<file path="src/rtl/io_port_arbiter_pkg.sv">
// Shared definitions for the I/O port arbiter: parameter defaults and FSM state encoding.
package io_port_arbiter_pkg;

  localparam int unsigned DefNReq    = 4;
  localparam int unsigned DefAddrW   = 3;
  localparam int unsigned DefDataW   = 8;
  localparam int unsigned DefTimeout = 15;

  // Wide enough for any timeout in 1..255.
  localparam int unsigned CntW = 8;

  typedef enum logic [1:0] {
    StIdle   = 2'd0,
    StAccess = 2'd1,
    StResp   = 2'd2
  } state_e;

endpackage

</file>
<file path="src/rtl/io_port_arbiter_if.sv">
// Requester-side handshake plus port-bank signals of the I/O port arbiter.
interface io_port_arbiter_if
  import io_port_arbiter_pkg::*;
#(
  parameter int unsigned N_REQ  = DefNReq,
  parameter int unsigned ADDR_W = DefAddrW,
  parameter int unsigned DATA_W = DefDataW
);

  logic [N_REQ-1:0]          req;
  logic [N_REQ-1:0]          wr;
  logic [N_REQ*ADDR_W-1:0]   addr;
  logic [N_REQ*DATA_W-1:0]   wdata;
  logic [N_REQ-1:0]          gnt;
  logic [N_REQ-1:0]          ack;
  logic                      err;
  logic [DATA_W-1:0]         rdata;
  logic [(1<<ADDR_W)-1:0]    io_ena;
  logic                      io_we;
  logic [DATA_W-1:0]         io_wdata;
  logic [DATA_W-1:0]         io_rdata;
  logic                      io_ready;

  // Masters and the port bank drive requests and port responses.
  modport master (
    output req, wr, addr, wdata, io_rdata, io_ready,
    input  gnt, ack, err, rdata, io_ena, io_we, io_wdata
  );

  modport slave (
    input  req, wr, addr, wdata, io_rdata, io_ready,
    output gnt, ack, err, rdata, io_ena, io_we, io_wdata
  );

endinterface

</file>
<file path="src/rtl/io_port_arbiter_rr_pick.sv">
// Combinational round-robin selector: first requester after rr_ptr, wrapping modulo N_REQ.
module io_port_arbiter_rr_pick #(
  parameter int unsigned N_REQ = 4,
  parameter int unsigned IDX_W = 2
) (
  input  logic [N_REQ-1:0] req,
  input  logic [IDX_W-1:0] rr_ptr,
  output logic [N_REQ-1:0] win_oh,
  output logic [IDX_W-1:0] win_idx
);

  logic [IDX_W-1:0] cand;
  logic             found;

  always_comb begin
    win_oh  = '0;
    win_idx = '0;
    found   = 1'b0;
    cand    = '0;
    for (int k = 1; k <= int'(N_REQ); k++) begin
      cand = IDX_W'((int'(rr_ptr) + k) % int'(N_REQ));
      if (!found && req[cand]) begin
        found         = 1'b1;
        win_idx       = cand;
        win_oh[cand]  = 1'b1;
      end
    end
  end

endmodule

</file>
<file path="src/rtl/io_port_arbiter.sv">
// Round-robin arbiter sharing an 8-port I/O bank among N_REQ masters, one byte per transaction,
// with a ready timeout that completes the access with err and all-ones read data.
module io_port_arbiter
  import io_port_arbiter_pkg::*;
#(
  parameter int unsigned N_REQ   = DefNReq,
  parameter int unsigned ADDR_W  = DefAddrW,
  parameter int unsigned DATA_W  = DefDataW,
  parameter int unsigned TIMEOUT = DefTimeout
) (
  input logic             clk,
  input logic             rst,
  io_port_arbiter_if.slave bus
);

  localparam int unsigned IdxW  = (N_REQ > 1) ? $clog2(N_REQ) : 1;
  localparam int unsigned NPort = 1 << ADDR_W;
  localparam logic [CntW-1:0] CntLast = CntW'(TIMEOUT - 1);

  state_e              state_q, state_d;
  logic [IdxW-1:0]     ptr_q, ptr_d;
  logic [IdxW-1:0]     own_q, own_d;
  logic [CntW-1:0]     cnt_q, cnt_d;
  logic [N_REQ-1:0]    gnt_q, gnt_d;
  logic [N_REQ-1:0]    ack_q, ack_d;
  logic                err_q, err_d;
  logic [DATA_W-1:0]   rdata_q, rdata_d;
  logic [NPort-1:0]    io_ena_q, io_ena_d;
  logic                io_we_q, io_we_d;
  logic [DATA_W-1:0]   io_wdata_q, io_wdata_d;

  logic [N_REQ-1:0]    pick_oh;
  logic [IdxW-1:0]     pick_idx;
  logic [ADDR_W-1:0]   addr_sel;

  io_port_arbiter_rr_pick #(
    .N_REQ (N_REQ),
    .IDX_W (IdxW)
  ) u_rr_pick (
    .req     (bus.req),
    .rr_ptr  (ptr_q),
    .win_oh  (pick_oh),
    .win_idx (pick_idx)
  );

  assign addr_sel = bus.addr[pick_idx*ADDR_W +: ADDR_W];

  always_comb begin
    state_d    = state_q;
    ptr_d      = ptr_q;
    own_d      = own_q;
    cnt_d      = cnt_q;
    gnt_d      = gnt_q;
    ack_d      = '0;
    err_d      = 1'b0;
    rdata_d    = rdata_q;
    io_ena_d   = io_ena_q;
    io_we_d    = io_we_q;
    io_wdata_d = io_wdata_q;
    unique case (state_q)
      StIdle: begin
        gnt_d = '0;
        if (|bus.req) begin
          // The port strobes are set up here so they are valid from the first ACCESS cycle.
          gnt_d            = pick_oh;
          own_d            = pick_idx;
          io_ena_d         = '0;
          io_ena_d[addr_sel] = 1'b1;
          io_we_d          = bus.wr[pick_idx];
          io_wdata_d       = bus.wdata[pick_idx*DATA_W +: DATA_W];
          cnt_d            = '0;
          state_d          = StAccess;
        end
      end
      StAccess: begin
        if (bus.io_ready || (cnt_q == CntLast)) begin
          // Ready wins over a timeout landing on the same cycle.
          rdata_d  = bus.io_ready ? (io_we_q ? '0 : bus.io_rdata) : '1;
          err_d    = !bus.io_ready;
          ack_d    = gnt_q;
          io_ena_d = '0;
          io_we_d  = 1'b0;
          state_d  = StResp;
        end else begin
          cnt_d = cnt_q + 1'b1;
        end
      end
      StResp: begin
        gnt_d   = '0;
        ptr_d   = own_q;
        state_d = StIdle;
      end
      default: state_d = StIdle;
    endcase
  end

  always_ff @(posedge clk or posedge rst) begin
    if (rst) begin
      state_q    <= StIdle;
      ptr_q      <= IdxW'(N_REQ - 1);
      own_q      <= '0;
      cnt_q      <= '0;
      gnt_q      <= '0;
      ack_q      <= '0;
      err_q      <= 1'b0;
      rdata_q    <= '0;
      io_ena_q   <= '0;
      io_we_q    <= 1'b0;
      io_wdata_q <= '0;
    end else begin
      state_q    <= state_d;
      ptr_q      <= ptr_d;
      own_q      <= own_d;
      cnt_q      <= cnt_d;
      gnt_q      <= gnt_d;
      ack_q      <= ack_d;
      err_q      <= err_d;
      rdata_q    <= rdata_d;
      io_ena_q   <= io_ena_d;
      io_we_q    <= io_we_d;
      io_wdata_q <= io_wdata_d;
    end
  end

  assign bus.gnt      = gnt_q;
  assign bus.ack      = ack_q;
  assign bus.err      = err_q;
  assign bus.rdata    = rdata_q;
  assign bus.io_ena   = io_ena_q;
  assign bus.io_we    = io_we_q;
  assign bus.io_wdata = io_wdata_q;

endmodule

</file>
<file path="src/flat_wrapper.sv">
// flat-port wrapper written by rule: the top's interface ports become plain ports
module io_port_arbiter_flat import io_port_arbiter_pkg::*;
#(
  parameter int unsigned N_REQ   = DefNReq,
  parameter int unsigned ADDR_W  = DefAddrW,
  parameter int unsigned DATA_W  = DefDataW,
  parameter int unsigned TIMEOUT = DefTimeout
)
  (clk, rst, bus_req, bus_wr, bus_addr, bus_wdata, bus_io_rdata, bus_io_ready, bus_gnt, bus_ack, bus_err, bus_rdata, bus_io_ena, bus_io_we, bus_io_wdata);
  io_port_arbiter_if #(.N_REQ(N_REQ), .ADDR_W(ADDR_W), .DATA_W(DATA_W)) bus_i ();
  input logic clk;
  input logic rst;
  input wire logic [$bits(bus_i.req)-1:0] bus_req;
  input wire logic [$bits(bus_i.wr)-1:0] bus_wr;
  input wire logic [$bits(bus_i.addr)-1:0] bus_addr;
  input wire logic [$bits(bus_i.wdata)-1:0] bus_wdata;
  input wire logic [$bits(bus_i.io_rdata)-1:0] bus_io_rdata;
  input wire logic [$bits(bus_i.io_ready)-1:0] bus_io_ready;
  output wire logic [$bits(bus_i.gnt)-1:0] bus_gnt;
  output wire logic [$bits(bus_i.ack)-1:0] bus_ack;
  output wire logic [$bits(bus_i.err)-1:0] bus_err;
  output wire logic [$bits(bus_i.rdata)-1:0] bus_rdata;
  output wire logic [$bits(bus_i.io_ena)-1:0] bus_io_ena;
  output wire logic [$bits(bus_i.io_we)-1:0] bus_io_we;
  output wire logic [$bits(bus_i.io_wdata)-1:0] bus_io_wdata;
  assign bus_i.req = bus_req;
  assign bus_i.wr = bus_wr;
  assign bus_i.addr = bus_addr;
  assign bus_i.wdata = bus_wdata;
  assign bus_i.io_rdata = bus_io_rdata;
  assign bus_i.io_ready = bus_io_ready;
  assign bus_gnt = bus_i.gnt;
  assign bus_ack = bus_i.ack;
  assign bus_err = bus_i.err;
  assign bus_rdata = bus_i.rdata;
  assign bus_io_ena = bus_i.io_ena;
  assign bus_io_we = bus_i.io_we;
  assign bus_io_wdata = bus_i.io_wdata;
  io_port_arbiter #(.N_REQ(N_REQ), .ADDR_W(ADDR_W), .DATA_W(DATA_W), .TIMEOUT(TIMEOUT)) u_core (.clk(clk), .rst(rst), .bus(bus_i));
endmodule
</file>
<file path="config.mk">
export PLATFORM = sky130hd
export DESIGN_NAME = io_port_arbiter_flat
export DESIGN_NICKNAME = d
export VERILOG_FILES = /design/src/rtl/io_port_arbiter_pkg.sv /design/src/rtl/io_port_arbiter_if.sv /design/src/rtl/io_port_arbiter_rr_pick.sv /design/src/rtl/io_port_arbiter.sv /design/src/flat_wrapper.sv
export SDC_FILE = /design/constraint.sdc
export NUM_CORES = 1
export LEC_CHECK = 0
export BUFFER_PORTS_ARGS = -buffer_cell sky130_fd_sc_hd__buf_2
export CAP_MARGIN = 20
export CELL_PAD_IN_SITES_DETAIL_PLACEMENT = 1
export CELL_PAD_IN_SITES_GLOBAL_PLACEMENT = 1
export CORE_UTILIZATION = 40
export DETAILED_ROUTE_END_ITERATION = 10
export PLACE_DENSITY = 0.82
export SYNTH_ARGS = -nofsm -noshare
export SYNTH_HDL_FRONTEND = slang
export SYNTH_SLANG_ARGS = --single-unit
</file>
<file path="constraint.sdc">
create_clock -name clk -period 9.3 [get_ports clk]
set_input_delay 0.93 -clock clk [delete_from_list [all_inputs] [get_ports clk]]
set_output_delay 0.93 -clock clk [all_outputs]
set_load 0.03 [all_outputs]
</file>
==> results of run 1 <==
==> cell families after synthesis <==
family | Yosys count | share of synthesized area (%)
AOI/OAI and AO/OA | 68 | 17.3
xor gates and xnor gates | 6 | 1.71
adders and majority gates | 10 | 4.08
buffers and inverters | 25 | 3.71
DFF | 48 | 39.2
muxes | 28 | 10.8
and+or+nand+nor | 134 | 23.2
==> cell type report <==
type                    instances  area [µm²]  area share (%)
flip-flops and latches         48        1200            32.3
repair buffers                101         534            14.3
clock inverters                 1        7.51           0.201
clock buffers                   7        86.3            2.31
inverters                       6        22.5           0.604
multi-input cells             246        1750            47.0
well taps                      99         124            3.32
==> cell usage after synthesis (all sizes together), types with 3 or more instances <==
cell / n / area (µm²)
nand2: 50 / 188
dfrtp: 46 / 1150
nor2: 20 / 75.1
mux2i: 14 / 140
o21ai: 14 / 70.1
buf: 13 / 68.8
nor2b: 13 / 81.3
mux2: 11 / 124
ha: 10 / 125
o211ai: 10 / 75.1
o22a: 8 / 70.1
nand2b: 7 / 43.8
o221ai: 7 / 61.3
a221oi: 6 / 58.8
clkbuf: 6 / 22.5
inv: 6 / 22.5
nor3: 5 / 30.0
a21o: 4 / 30.0
a22oi: 4 / 30.0
and2: 4 / 25.0
nand3: 4 / 20.0
nand3b: 4 / 30.0
nor3b: 4 / 30.0
o21a: 4 / 30.0
or3b: 4 / 35.0
xor2: 4 / 35.0
mux4: 3 / 67.6
nor4: 3 / 25.0
or3: 3 / 18.8
==> flip-flops by register name (all words and copies together) (netlist names) <==
register and count:
u_core.state_q 2, u_core.bus.io_ena 8, u_core.cnt_q 8, u_core.ptr_q 2
u_core.bus.io_we 1, u_core.bus.io_wdata 8, u_core.bus.ack 4, u_core.bus.err 1
u_core.bus.gnt 4, u_core.own_q 2, u_core.bus.rdata 8
==> per-stage QoR <==
| step | utilization [%] | std cells | area [µm²] | total power, µW | worst slack (ns) |
|---|---|---|---|---|---|
| 2_1_floorplan | - | 319 | 3070 | 899 | 6.37 |
| 3_3_place_gp | 49.2 | 498 | 3600 | 1050 | 5.67 |
| 3_5_place_dp | 49.2 | 498 | 3600 | 1070 | 5.46 |
| 4_1_cts | 50.5 | 506 | 3700 | 1210 | 5.44 |
| 5_1_grt | 50.9 | 508 | 3730 | 1300 | 5.78 |
| 6_report | 50.9 | 508 | 3730 | 1200 | 5.96 |
==> worst max-delay path, stage by stage, from the launching register on <==
cell,delay (ns)
dfstp_2,0.74
inv_1,0.26
ha_1,0.59
mux4_2,0.47
a21oi_1,0.15
o21ai_1,0.09
o32a_1,0.17
buf_4,0.25
o21a_1,0.17
a221o_1,0.32
==> layer usage <==
metal	up-vias	global-route usage (%)	wire [µm]	part of all wire, %
li1	1330	-	-	-
met1	1337	27.7	3580	44
met2	96	37.2	3920	49
met3	7	3.84	466	5.8
met4	0	5.19	87	1.1
met5	-	0	0	0
==> power by group through the flow <==
stage	registers [µW]	logic (µW)	clock network, µW
after floorplan	429	470	0
after global routing	359	796	145
final	346	723	134
after global placement	346	699	0
after detailed placement	350	723	0
after CTS	348	724	136
==> worst max path at each step <==
stage,to,slack [ns],cells past startpoint
3_5_place_dp,u_core.bus.io_ena[4]$_DFFE_PP0P_,5.46,8
3_3_place_gp,u_core.bus.io_ena[4]$_DFFE_PP0P_,5.67,8
6_report,u_core.bus.io_ena[1]$_DFFE_PP0P_,5.96,9
5_1_grt,u_core.bus.io_ena[4]$_DFFE_PP0P_,5.78,9
2_1_floorplan,u_core.bus.io_wdata[2]$_DFFE_PP0P_,6.37,11
4_1_cts,u_core.bus.io_ena[4]$_DFFE_PP0P_,5.44,8
==> metrics.md, run 1 <==
| Metric | Value |
|---|---|
| Ys flop type | `dfrtp_1` |
| Crit path time final | `between 3 and 4 ns` |
| P_sw | `slightly below 600 µW` |
| Routed vias/inst | `5.45` |
| Power Internal | `around 620 µW` |
| Total core area | `~7300 µm²` |
| Antenna Nets Post-Route | `0` |
| Total nets after synthesis | `roughly 390` |
| Commonest cells after routing, fill and taps aside | `96 x buf_2, 50 x nand2_1, 46 x dfrtp_1, 20 x nor2_1, 14 x mux2i_1` |
| Critical Path RT | `9.50 ns` |
| Hold Crit Class | `input port to async pin` |
| Post-CTS Setup Inserts | `0` |
| Die area | `around 8000 µm²` |
| Worst VDD drop | `around 0.00016 V` |
| Setup Skew | `approximately 0.011 ns` |
| WL final | `8.05 mm` |
| Switching share of total power | `around half` |
| Max Cap Viol | `0` |
| Setup TNS | `0 ns` |
| Slew headroom | `53.9%` |
| WHS | `approximately 0.49 ns` |
| Gr ovfl total | `0` |
| # fillers | `around 870` |
| Area growth syn-to-layout | `21.5%` |
| First-pass GRT wire length | `about 13 mm` |
| Worst skew pair latency | `between 0.3 and 0.4 ns` |
| Cell area power density | `~320 nW/µm²` |
| Critical Path Source Type | `register` |
| # hold bufs at CTS | `0` |
| Post-CTS Resized | `0` |
| RSZ-0062 raised after global routing | `false` |
| Status | `completed` |
| Vias in the first global route | `between 2000 and 3000` |
| Clock power share | `11.1%` |
| Drt drc | `0` |
| Setup CP Type | `register to register` |
| Starting Density | `between 40% and 50%` |
| Fin. Hold Viols | `0` |
| Synth warn | `0` |
| Achievable frequency | `around 0.30 GHz` |
| Worst Setup End Kind | `register` |
| Root Driver | `clkbuf_8` |
| Count of cell types in the netlist | `58` |
| Setup Viol. Count Final | `0` |
| Iter 0 DRT Violations | `59` |
| All-Layer GR Usage | `a little over a fifth` |
| DP HPWL | `6.10 mm` |
| Critical Path AT | `3.53 ns` |
| Leak | `between 0.0015 and 0.002 µW` |
| Capture point of the worst reg-to-reg path | `u_core.bus.io_ena[1]$_DFFE_PP0P_` |
| Final period utilization | `35.9%` |
| CTS Buf Count | `5` |
| Die Wd | `around 90 µm` |
| Layout cell share with drive strength beyond 1 | `30.1%` |
| Combinational fraction of design power | `between 60% and 70%` |
| Max H-tree Level | `2` |
| DR WL/cell | `between 15 and 20 µm` |
| R2r startpoint | `u_core.ptr_q[0]$_DFFE_PP1P_` |
| Worst-margin pin slew | `approximately 0.69 ns` |
| CTS clk-pin slew, worst paths | `about 0.1 ns` |
| Post-synth EDFFs | `0` |
| Max Buffers Root-to-Sink | `2` |
| Synthesized instance count | `around 320` |
| Flop pwr share | `between 20% and 30%` |
| Crit path launch | `u_core.ptr_q[0]$_DFFE_PP1P_` |
| Mean Syn Cell Area | `about 9.6 µm²` |
| Worst-path fanout max | `30` |
| IO Count | `a little under 100` |
| TritonCTS clock tree | `built` |
| Async set-reset flop share out of synthesis | `between 90% and 100%` |
| Commonest non-fill, non-tap cell in the layout | `buf_2` |
| R2R depth | `9` |
| Clock Sinks | `48` |
| Slack of the worst reg-to-reg path | `5.96 ns` |
| Antenna diode count | `0` |
| Register area share after synthesis | `39.2%` |
| Largest net degree at the start of global routing | `between 40 and 50` |
| Post-Syn Area | `3070 µm²` |
| Fin. max-slew vios | `0` |
| Die height | `around 90 µm` |
| # port buffers | `96` |
| Initial antenna violation count | `0` |
| Std cell rows | `31` |
| DR pass1 iterations | `4` |
| Via Count | `~2800` |
| Fin nets | `about 480` |
| RD Place Congestion | `0.874` |
| Synth Register Bits | `48` |
(Power assumes the default switching activity.)
==> inputs of run 2 (changes only) <==
--- a/config.mk
+++ b/config.mk
@@ -5,13 +5,14 @@
 export SDC_FILE = /design/constraint.sdc
 export NUM_CORES = 1
 export LEC_CHECK = 0
+export ABC_AREA = 1
 export BUFFER_PORTS_ARGS = -buffer_cell sky130_fd_sc_hd__buf_2
 export CAP_MARGIN = 20
 export CELL_PAD_IN_SITES_DETAIL_PLACEMENT = 1
 export CELL_PAD_IN_SITES_GLOBAL_PLACEMENT = 1
-export CORE_UTILIZATION = 40
+export CORE_UTILIZATION = 32
 export DETAILED_ROUTE_END_ITERATION = 10
-export PLACE_DENSITY = 0.82
+export PLACE_DENSITY = 0.75
 export SYNTH_ARGS = -nofsm -noshare
 export SYNTH_HDL_FRONTEND = slang
 export SYNTH_SLANG_ARGS = --single-unit
==> constraint.sdc (replaced) <==
create_clock -name clk -period 2.8 [get_ports clk]
set_input_delay 0.28 -clock clk [delete_from_list [all_inputs] [get_ports clk]]
set_output_delay 0.28 -clock clk [all_outputs]
set_load 0.03 [all_outputs]
==> metrics.md, run 2 <==
| Metric | Value |
|---|---|
| Starting Density | `33.6% (-8.2 points)` |
| Synthesized instance count | `404 (+27%)` |
| Count leader, synth | `nand2_1` |
| Endpoint, Worst Hold | `u_core.bus.rdata[0]$_DFFE_PP0P_` |
| Fin. max-slew vios | `0 (unchanged)` |
| Worst VDD drop | `0.000691 V (+330%)` |
| R2R depth | `15 (+6)` |
| Antenna diode count | `0 (unchanged)` |
| RD Place Congestion | `0.807 (-7.6%)` |
| Crit path time final | `2.57 ns (-0.772 ns)` |
| Synth top cells by count | `124 x nand2_1, 65 x nand3_1, 46 x dfrtp_1` |
| Antenna Nets Post-Route | `0 (unchanged)` |
| Root Driver | `clkbuf_8` |
| Worst skew pair latency | `0.31 ns (about the same)` |
| Ys flop type | `dfrtp_1` |
| IO Count | `97 (unchanged)` |
| Worst-path fanout max | `14 (-53%)` |
| Worst path top cell family by delay | `simple AND/OR/NAND/NOR gates` |
| Leak | `0.00205 µW (+18%)` |
| Status | `completed` |
| Routed vias/inst | `4.95 (-9.1%)` |
| Synth Register Bits | `48 (unchanged)` |
| Critical Path AT | `2.82 ns (-0.71 ns)` |
| DP HPWL | `7.14 mm (+17%)` |
| Register area share after synthesis | `40.2% (+1.0 points)` |
| Max H-tree Level | `2 (unchanged)` |
| Iter 0 DRT Violations | `87 (+47%)` |
| Setup TNS | `0 ns (unchanged)` |
| Commonest non-fill, non-tap cell in the layout | `nand2_1` |
| Gr ovfl total | `0 (unchanged)` |
| Setup Viol. Count Final | `0 (unchanged)` |
| Synth warn | `0 (unchanged)` |
| Mean Syn Cell Area | `7.40 µm² (-23%)` |
| R2r startpoint | `u_core.ptr_q[1]$_DFFE_PP1P_` |
| Die Wd | `98.7 µm (+10%)` |
| Capture point of the worst reg-to-reg path | `u_core.bus.io_ena[7]$_DFFE_PP0P_` |
| First-pass GRT wire length | `15.2 mm (+15%)` |
| Adder-Cell Fraction of Synth Area | `4.18% (+0.11 points)` |
| All-Layer GR Usage | `19.3% (-2.1 points)` |
| Max Cap Viol | `0 (unchanged)` |
| Vias in the first global route | `3145 (+16%)` |
| Final period utilization | `91.6% (+56 points)` |
| Mux cell area share after synthesis | `0.376% (-10 points)` |
| Final Util | `42.5% (-8.4 points)` |
| Critical Path RT | `3.06 ns (-6.44 ns)` |
| DR pass1 iterations | `4 (unchanged)` |
| CTS clk-pin slew, worst paths | `0.10 ns (about the same)` |
| Synth Area in XOR/XNOR | `0% (-1.7 points)` |
| Total core area | `8890 µm² (+21%)` |
| Worst Setup End Kind | `register` |
| HP Start | `bus_io_rdata[0]` |
| Total nets after synthesis | `477 (+22%)` |
| Tot Pwr | `5680 µW (+370%)` |
| Count of cell types in the netlist | `35 (-40%)` |
| Setup Skew | `0.0113 ns (+0.0000752 ns)` |
| Slack of the worst reg-to-reg path | `0.23 ns (-5.73 ns)` |
| Slew headroom | `59.1% (+5.2 points)` |
| Commonest cells after routing, fill and taps aside | `124 x nand2_1, 96 x buf_2, 64 x nand3_1, 46 x dfrtp_1, 35 x inv_1` |
| Cells taking the most area after synthesis | `dfrtp_1 38%, nand2_1 16%, nand3_1 11%` |
| Layout cell share with drive strength beyond 1 | `29.2% (-0.88 points)` |
| Via Count | `3047 (+10%)` |
| Fin nets | `579 (+20%)` |
| Post-synth EDFFs | `0 (unchanged)` |
| Std cell rows | `34 (+9.7%)` |
| Setup CP Type | `register to register` |
| WHS Path Cells | `3` |
| CP cell instances | `inv_1, ha_1, inv_1, nand3_2, nand2_4, nor2_4, nand2_2, nand2_4, buf_6, nand3_1, nand3_1, nand2_2, nor2_1, nand2_1, nand2_1` |
| Cell area power density | `1500 nW/µm² (+370%)` |
| Hold Crit Class | `input port to register` |
| Top-area cell type share of the netlist area | `38.5% (+0.97 points)` |
| Die height | `98.7 µm (+10%)` |
| WHS | `0.205 ns (-0.288 ns)` |
| Die area | `9740 µm² (+21%)` |
| Worst Path Buf+Inv | `3 (+1)` |
| DR WL/cell | `15.2 µm (-4.0%)` |
| Initial antenna violation count | `1 (+1)` |
| Critical Path Slowest Stage Cell | `dfstp_2` |
| Achievable frequency | `0.390 GHz (+30%)` |
| Synth Area in Simple Gates | `39.3% (+16 points)` |
| CTS Buf Count | `5 (unchanged)` |
| Area growth syn-to-layout | `26.3%` |
| Placed cells | `602 (+21%)` |
| Post-synthesis compound-gate area fraction | `7.19% (-10 points)` |
| Critical Path Source Type | `register` |
| Post-Syn Area | `2990 µm² (-2.5%)` |
| Worst-margin pin slew | `0.607 ns (-0.0845 ns)` |
| Drt drc | `0 (unchanged)` |
| WL final | `9.36 mm (+16%)` |
| WP depth | `15 (+6)` |
| Post-Layout Cell Count | `615 (+21%)` |
| Critical Path Max Stage Delay | `0.59 ns (-0.15 ns)` |
| RSZ-0062 raised after global routing | `false` |
| Fin. Hold Viols | `0 (unchanged)` |
| Yosys top cell by area | `dfrtp_1` |
| Clock Sinks | `48 (unchanged)` |
| TritonCTS clock tree | `built` |
| Largest net degree at the start of global routing | `49 (unchanged)` |
| Max Buffers Root-to-Sink | `2 (unchanged)` |
| # port buffers | `96 (unchanged)` |
| Largest family of logic cells by synthesized area | `simple AND/OR/NAND/NOR gates` |
| Async set-reset flop share out of synthesis | `100% (unchanged)` |
## run 2: cell types whose count changed after synthesis, sizes merged, moves of 6 or more
cell | previous run | this run
a21oi | 2 | 19
a221oi | 6 | 0
inv | 6 | 38
mux2 | 11 | 1
mux2i | 14 | 0
nand2 | 50 | 134
nand2b | 7 | 0
nand3 | 4 | 72
nor2 | 20 | 36
nor2b | 13 | 0
o211ai | 10 | 0
o21ai | 14 | 8
o221ai | 7 | 0
o22a | 8 | 0
## run 2: layout make-up
| type | instances | area (µm²) |
|---|---|---|
| inverter | 38 | 148 |
| clock inverter | 3 | 46.3 |
| multi-input combinational | 304 | 1580 |
| fill | 1132 | 5110 |
| clock buffer | 5 | 68.8 |
| sequential | 48 | 1200 |
| tap | 108 | 135 |
| timing repair buffer | 109 | 601 |
## run 2: worst register-to-register path, cell delays in order (launching register included)
cell and delay, ns:
dfstp_2 0.59, inv_1 0.07, ha_1 0.35, inv_1 0.09, nand3_2 0.11, nand2_4 0.10, nor2_4 0.19, nand2_2 0.10
nand2_4 0.15, buf_6 0.19, nand3_1 0.08, nand3_1 0.11, nand2_2 0.07, nor2_1 0.16, nand2_1 0.08, nand2_1 0.06
## run 2: cell families after synthesis
kind of cell,count (synthesis)
fa+ha+maj,10
buf+inv,53
mux,1
simple gates,255
compound gates,37
flops,48
## run 2: where the power goes
part | leakage (µW) | switching, µW | total (µW) | internal, µW
clock network | 0.0000548 | 254 | 523 | 269
logic | 0.00139 | 2770 | 4060 | 1290
registers | 0.000612 | 151 | 1100 | 947
total | 0.00205 | 3180 | 5680 | 2500
## run 2: worst max-delay path by stage
stage	from	to
2_1_floorplan	u_core.ptr_q[0]$_DFFE_PP1P_	u_core.bus.io_wdata[0]$_DFFE_PP0P_
3_3_place_gp	u_core.ptr_q[1]$_DFFE_PP1P_	u_core.bus.io_ena[6]$_DFFE_PP0P_
3_5_place_dp	u_core.ptr_q[1]$_DFFE_PP1P_	u_core.bus.io_ena[4]$_DFFE_PP0P_
4_1_cts	u_core.ptr_q[1]$_DFFE_PP1P_	u_core.bus.io_ena[4]$_DFFE_PP0P_
5_1_grt	u_core.ptr_q[1]$_DFFE_PP1P_	u_core.bus.io_ena[3]$_DFFE_PP0P_
6_report	u_core.ptr_q[1]$_DFFE_PP1P_	u_core.bus.io_ena[7]$_DFFE_PP0P_
## run 2: metal layers
metal  up-vias  track usage [%]  share of wire (%)
met5         -                0                  0
met4         0             4.02                1.2
met3        10             4.26                4.4
met2        71             33.5                 50
met1      1456             24.8                 44
li1       1510                -                  -
## run 2: through the flow
stage | setup slack (ns) | instance area, µm²
floorplan | 0.442 | 2990
global placement | 0.285 | 3560
detailed placement | 0.106 | 3560
CTS | 0.0789 | 3680
global route | 0.0329 | 3780
finish | 0.235 | 3780
## run 2: repair_timing
action / CTS / global route
setup endpoints to repair: 0 / 8
buffers inserted: 0 / 2
resized for setup: 0 / 9
endpoints found under the hold margin: 0 / 9
hold buffers: 0 / 1
